### config.mk
export PLATFORM = sky130hd
export DESIGN_NAME = led_pattern_blinker
export DESIGN_NICKNAME = d
export VERILOG_FILES = /design/src/rtl/led_pattern_blinker.sv
export SDC_FILE = /design/constraint.sdc
export NUM_CORES = 1
export LEC_CHECK = 0
export ABC_AREA = 0
export CAP_MARGIN = 20
export CORE_MARGIN = 4
export CORE_UTILIZATION = 59
export CTS_CLUSTER_SIZE = 12
export DETAILED_ROUTE_END_ITERATION = 8
export GPL_ROUTABILITY_DRIVEN = 1
export GPL_TIMING_DRIVEN = 0
export PLACE_DENSITY = 0.79
export SLEW_MARGIN = 20
export SYNTH_ARGS = -nofsm -noshare
export SYNTH_HDL_FRONTEND = slang
export SYNTH_SLANG_ARGS = --single-unit
### constraint.sdc
create_clock -name clock -period 3.1 [get_ports clock]
set_input_delay 0.62 -clock clock [delete_from_list [all_inputs] [get_ports clock]]
set_output_delay 0.62 -clock clock [all_outputs]
set_load 0.1 [all_outputs]
### src/rtl/led_pattern_blinker.sv
// led_pattern_blinker: multi-channel LED driver with a shared 1 kHz prescaler
// and per-channel OFF/ON/BLINK/BURST pattern generation.
module led_pattern_blinker #(
  parameter int NUM_CH    = 4,
  parameter int TICK_DIV  = 25,
  parameter int HP0       = 5,
  parameter int HP1       = 10,
  parameter int HP2       = 50,
  parameter int HP3       = 500,
  parameter int CNT_W     = 16,
  parameter int BURST_LEN = 3,
  parameter int BURST_GAP = 4
) (
  input  logic                  clock,
  input  logic                  reset,
  input  logic                  enable,
  input  logic [2*NUM_CH-1:0]   rate,
  input  logic [2*NUM_CH-1:0]   mode,
  output logic [NUM_CH-1:0]     led_out,
  output logic                  tick
);
  localparam int PRE_W = TICK_DIV > 1 ? $clog2(TICK_DIV) : 1;
  localparam int BL_W  = $clog2(BURST_LEN + 1);
  localparam int GP_W  = $clog2(BURST_GAP + 1);
  typedef enum logic {BLINK_ST, GAP_ST} state_t;
  logic [PRE_W-1:0]  r_pre;
  logic [NUM_CH-1:0] w_phase;
  assign tick = r_pre == PRE_W'(TICK_DIV - 1);
  always_ff @(posedge clock) begin
    if (reset) r_pre <= '0;
    else r_pre <= tick ? '0 : r_pre + 1'b1;
  end
  always_ff @(posedge clock) begin
    if (reset) led_out <= '0;
    else led_out <= enable ? w_phase : '0;
  end
  for (genvar c = 0; c < NUM_CH; c++) begin : g_ch
    state_t           r_state, w_state_n;
    logic [CNT_W-1:0] r_cnt, w_cnt_n, w_hp_m1;
    logic [BL_W-1:0]  r_bcnt, w_bcnt_n;
    logic [GP_W-1:0]  r_gcnt, w_gcnt_n;
    logic [1:0]       r_rate_q, r_mode_q;
    logic             r_phase, w_phase_n, w_chg, w_hp_end;
    assign w_chg    = {rate[2*c+:2], mode[2*c+:2]} != {r_rate_q, r_mode_q};
    assign w_hp_m1  = r_rate_q[1] ? (r_rate_q[0] ? CNT_W'(HP3 - 1) : CNT_W'(HP2 - 1))
                                  : (r_rate_q[0] ? CNT_W'(HP1 - 1) : CNT_W'(HP0 - 1));
    assign w_hp_end = tick && r_cnt == w_hp_m1;
    assign w_phase[c] = r_phase;
    always_comb begin
      w_state_n = r_state;
      w_cnt_n   = r_cnt;
      w_phase_n = r_phase;
      w_bcnt_n  = r_bcnt;
      w_gcnt_n  = r_gcnt;
      if (w_chg) begin
        w_state_n = BLINK_ST;
        w_cnt_n   = '0;
        w_phase_n = 1'b0;
        w_bcnt_n  = '0;
      end else begin
        if (tick) w_cnt_n = w_hp_end ? '0 : r_cnt + 1'b1;
        case (r_mode_q)
          2'b00: w_phase_n = 1'b0;
          2'b01: w_phase_n = 1'b1;
          2'b10: w_phase_n = w_hp_end ? ~r_phase : r_phase;
          default: begin
            if (r_state == GAP_ST) begin
              w_phase_n = 1'b0;
              if (w_hp_end) begin
                w_gcnt_n = r_gcnt + 1'b1;
                if (r_gcnt == GP_W'(BURST_GAP - 1)) w_state_n = BLINK_ST;
              end
            end else if (w_hp_end) begin
              w_phase_n = ~r_phase;
              // A completed on/off cycle is counted on the falling half-period edge
              if (r_phase) begin
                w_bcnt_n = r_bcnt + 1'b1;
                if (r_bcnt == BL_W'(BURST_LEN - 1)) begin
                  w_bcnt_n  = '0;
                  w_gcnt_n  = '0;
                  w_state_n = GAP_ST;
                end
              end
            end
          end
        endcase
      end
    end
    always_ff @(posedge clock) begin
      if (reset) begin
        r_state  <= BLINK_ST;
        r_cnt    <= '0;
        r_phase  <= 1'b0;
        r_bcnt   <= '0;
        r_gcnt   <= '0;
        r_rate_q <= '0;
        r_mode_q <= '0;
      end else begin
        r_state  <= w_state_n;
        r_cnt    <= w_cnt_n;
        r_phase  <= w_phase_n;
        r_bcnt   <= w_bcnt_n;
        r_gcnt   <= w_gcnt_n;
        r_rate_q <= rate[2*c+:2];
        r_mode_q <= mode[2*c+:2];
      end
    end
  end
endmodule

==> impl_results.md <==
- RSZ-0062 raised after global routing: no
- Classification of the worst-slack hold path: reg -> reg
- Clk Latency, worst-skew pair: 530 ps
- Req. time, crit path: 2480 ps
- Relative max-transition margin: a little over a third
- Effective utilization at floorplan: between 60% and 70%
- Maximum buffer depth of the clock tree: 2
- Setup-failing EPs final: 0
- Clock H-tree levels: 4
- Clock tree from TritonCTS: yes
- Global-route wire length before repair: roughly 21000 um
- Summed instance area of the synthesized netlist: between 0.005 and 0.006 sq mm
- Reported leakage power: ~0.0022 uW
- Max-slew violation total from the final report: 0
- Total power draw: roughly 3600 uW
- Warning count from the yosys run: 0
- Post-Synthesis Net Count: roughly 700
- Root buffer cell: sky130_fd_sc_hd__clkbuf_8
- Layout Skew: 8.40 ps
- Largest fanout of any net on the critical path: 10
- Fraction of layout instances using a drive strength above 1: a little under 6%
- Number of filler cells placed in the layout: around 700
- Die X-Extent: 105 um
- Netlist cell types: between 50 and 60
- Cell internal pwr: approximately 2800 uW
- Main combinational cell family by area after synthesis: simple AND/OR/NAND/NOR gates
- TritonCTS sink count: between 100 and 150
- Switching part of the total power: 21.7%
- Transition time at the pin with the least slew margin: 967 ps
- Net switching power of the design: just under 800 uW
- Fmax: 0.339 GHz
- Final total negative setup slack: 0 ps
- Clock power share: 53.6%
- Final weighted congestion in routability-driven placement: roughly 0.85
- Vias post-DR: ~4800
- Worst voltage drop across the vdd grid: between 0.0004 and 0.0005 V
- Pin count of the biggest net entering global routing: 17
- Crit path cell chain: inv_1 > ha_1 > nand4b_1 > clkinvlp_4 > clkbuf_2 > buf_4
- WP data arrival: about 2300 ps
- Area overhead of the layout relative to synthesis: 18.0%
- Reg clk slew, reported paths: about 60 ps
- Kind of launch point of the worst setup path: flop
- Post-synthesis simple-gate area fraction: a little under a third
- CTS buffer count: 17
- Input/output buffers: 23
- Power density over the cells: about 540 mW/mm^2
- Number of antenna violations at the first check in global routing: 0
- Routed len/inst: between 10 and 15 um
- Vias in the first global route: about 4600
- Global Route Usage Sum: about 23%
- Hold buffer count at CTS: 0
- Number of top-level design ports: 24
- Cell with the biggest individual delay on the critical path: sky130_fd_sc_hd__buf_4
- Ratio of final minimum period to clock period: between 90% and 100%
- Routed wire length: roughly 12000 um
- Crit-path leading delay family: buffers and inverters
- Post-synthesis register bit count: ~120
- Adder and majority gate portion of the synthesized area: around 4.0%
- Area share of xor/xnor cells in the synthesized design: 11.6%
- Number of DRC markers in iteration 0: approximately 130
- Per-instance average area after synthesis: around 8.5 sq um
- DRC errors left: 0
- Combinational fraction of design power: 3.0%
- Die Y-Extent: ~110 um
- Overall die area: 0.0111 sq mm
- Worst Setup Path Type: reg -> out
- Final Hold Fails: 0
- Fin Hold WS: 473 ps
- Post-placement setup slack: -386 ps
- Kind of end point of the critical path: output pin
- Multiplexer share of the synthesized area: less than 1%
- # Max-Cap Violations: 0
- CP Buf/Inv Count: 4
- Final net count: about 740
- Compound-cell area share of the yosys netlist: under 10%
- Max stage delay on crit path: 350 ps
- Number of cell rows: 35
- Count of flip-flops with a built-in enable after synthesis: 0
- Post-synthesis sequential area ratio: 41.9%
- Status: completed
- Sequential share of power: a little over two fifths
- Vias per std cell: 5.73
- Count of placed standard cells in the final layout, fillers left out: 844
- Final HPWL from detailed placement: around 8400 um
- Top flip-flop cell by instance count after synthesis: sky130_fd_sc_hd__dfxtp_1
- Gate Count Post-Synth: about 660
- Remaining number of nets flagged by the antenna check after routing: 0
- Placed instance count: 810
- DR pass1 iterations: 4
- Synth async-reset ratio: 0%
- GRT overflow: 0
- Total inserted antenna cells: 0
- PnR worst setup slack: around 150 ps
- Clock period minus worst slack: about 2900 ps
- Core area: roughly 0.0092 sq mm
## flip-flops by register name, indices dropped and copies added, names as in the netlist
name / flops
g_ch.r_rate_q: 8
g_ch.r_cnt: 64
g_ch.r_gcnt: 12
led_out: 4
g_ch.r_phase: 4
r_pre: 5
g_ch.r_mode_q: 8
g_ch.r_state: 4
g_ch.r_bcnt: 8
## cell type report
type,instances,area (sq um),share of cell area [%]
Buffer,19,73.8,1.12
Clock buffer,21,459,6.97
Clock inverter,11,125,1.90
Inverter,23,90.1,1.37
Multi-Input combinational cell,499,3090,46.8
Sequential cell,117,2340,35.5
Tap cell,129,161,2.45
Timing Repair Buffer,25,255,3.87
## tightest hold or removal path: cells and delay by family (launching register included)
| family | cells | cell delay [ps] |
|---|---|---|
| DFF | 1 | 300 |
| AOI/OAI and AO/OA | 2 | 120 |
## metrics by stage
| step | util (%) | area, sq um |
|---|---|---|
| after global routing | 71.3 | 6590 |
| after global placement | 64.7 | 5980 |
| after floorplan | - | 5590 |
| final | 71.3 | 6590 |
| after CTS | 71.0 | 6560 |
| after detailed placement | 64.7 | 5980 |
## routing by layer
layer	routed length [um]	GRT usage, %	vias up
li1	-	-	2397
met1	5370	27.0	2298
met3	510	6.67	27
met2	6130	39.1	118
met4	238	10.6	0
met5	0	0	-
## power by group through the flow
stage	clock, uW	combinational (uW)	sequential (uW)
2_1_floorplan	0	61.6	1570
3_3_place_gp	0	103	1570
3_5_place_dp	0	107	1570
4_1_cts	1930	107	1540
5_1_grt	2000	118	1540
6_report	1910	107	1540
## final timing paths
| kind | startpoint | end | slack [ps] | cells past startpoint |
|---|---|---|---|---|
| worst min register to register | g_ch[1].r_gcnt[2] | g_ch[1].r_gcnt[2] | 470 | 2 |
| worst max-delay path | r_pre[0] | tick | 150 | 6 |
| worst min-delay path | g_ch[1].r_gcnt[2] | g_ch[1].r_gcnt[2] | 470 | 2 |
| worst max register to register | r_pre[0] | g_ch[2].r_bcnt[1] | 330 | 14 |
## cell usage after synthesis (3+ instances only)
cell / n / share of area (%)
sky130_fd_sc_hd__dfxtp_1: 117 / 42
sky130_fd_sc_hd__nor3_1: 27 / 2.4
sky130_fd_sc_hd__or3_1: 9 / 1.0
sky130_fd_sc_hd__o22ai_1: 6 / 0.67
sky130_fd_sc_hd__nand3_1: 31 / 2.8
sky130_fd_sc_hd__xnor2_1: 44 / 6.9
sky130_fd_sc_hd__o21ai_0: 13 / 1.2
sky130_fd_sc_hd__clkbuf_1: 18 / 1.2
sky130_fd_sc_hd__and2_1: 6 / 0.67
sky130_fd_sc_hd__nand2_1: 49 / 3.3
sky130_fd_sc_hd__a21oi_1: 31 / 2.8
sky130_fd_sc_hd__or2_2: 3 / 0.34
sky130_fd_sc_hd__nand3b_1: 6 / 0.81
sky130_fd_sc_hd__nand4_1: 21 / 2.4
sky130_fd_sc_hd__ha_1: 18 / 4.0
sky130_fd_sc_hd__nor4_1: 11 / 1.2
sky130_fd_sc_hd__and3_1: 12 / 1.3
sky130_fd_sc_hd__o31ai_1: 4 / 0.54
sky130_fd_sc_hd__mux2i_1: 3 / 0.54
sky130_fd_sc_hd__inv_1: 22 / 1.5
sky130_fd_sc_hd__xor2_1: 30 / 4.7
sky130_fd_sc_hd__nand2b_1: 14 / 1.6
sky130_fd_sc_hd__nor2_1: 92 / 6.2
sky130_fd_sc_hd__or4_1: 8 / 1.1
sky130_fd_sc_hd__nor2b_1: 18 / 2.0
sky130_fd_sc_hd__nand4b_1: 5 / 0.78
sky130_fd_sc_hd__nor3b_1: 5 / 0.67
## cells in the final DEF (no fill, tap or decap), types with 3 or more instances in the layout
cell type / Yosys / routed
sky130_fd_sc_hd__dfxtp_1: 117 / 117
sky130_fd_sc_hd__nor2_1: 92 / 92
sky130_fd_sc_hd__nand2_1: 49 / 49
sky130_fd_sc_hd__xnor2_1: 44 / 44
sky130_fd_sc_hd__a21oi_1: 31 / 31
sky130_fd_sc_hd__nand3_1: 31 / 31
sky130_fd_sc_hd__xor2_1: 30 / 30
sky130_fd_sc_hd__nor3_1: 27 / 27
sky130_fd_sc_hd__inv_1: 22 / 22
sky130_fd_sc_hd__clkdlybuf4s50_1: 0 / 22
sky130_fd_sc_hd__nand4_1: 21 / 21
sky130_fd_sc_hd__clkbuf_1: 18 / 18
sky130_fd_sc_hd__nor2b_1: 18 / 18
sky130_fd_sc_hd__ha_1: 18 / 18
sky130_fd_sc_hd__clkbuf_16: 0 / 16
sky130_fd_sc_hd__nand2b_1: 14 / 14
sky130_fd_sc_hd__o21ai_0: 13 / 13
sky130_fd_sc_hd__and3_1: 12 / 12
sky130_fd_sc_hd__nor4_1: 11 / 11
sky130_fd_sc_hd__or3_1: 9 / 9
sky130_fd_sc_hd__or4_1: 8 / 8
sky130_fd_sc_hd__nand3b_1: 6 / 6
sky130_fd_sc_hd__and2_1: 6 / 6
sky130_fd_sc_hd__o22ai_1: 6 / 6
sky130_fd_sc_hd__nand4b_1: 5 / 5
sky130_fd_sc_hd__nor3b_1: 5 / 5
sky130_fd_sc_hd__o31ai_1: 4 / 4
sky130_fd_sc_hd__clkbuf_8: 0 / 4
sky130_fd_sc_hd__clkinvlp_4: 0 / 3
sky130_fd_sc_hd__or2_2: 3 / 3
sky130_fd_sc_hd__mux2i_1: 3 / 3
sky130_fd_sc_hd__clkinv_2: 0 / 3
sky130_fd_sc_hd__clkinv_4: 0 / 3
## kinds of logic after synthesis
group	Yosys count
fa+ha+maj	18
compound gates	77
simple gates	327
mux	3
flops	117
xor+xnor	74
buf+inv	42
## repair_timing
action,4_1_cts,5_1_grt
buffers inserted,0,2
setup endpoints to repair,1,1
cloned,0,0
gates resized for setup,7,1
(Power assumes the default switching activity.)
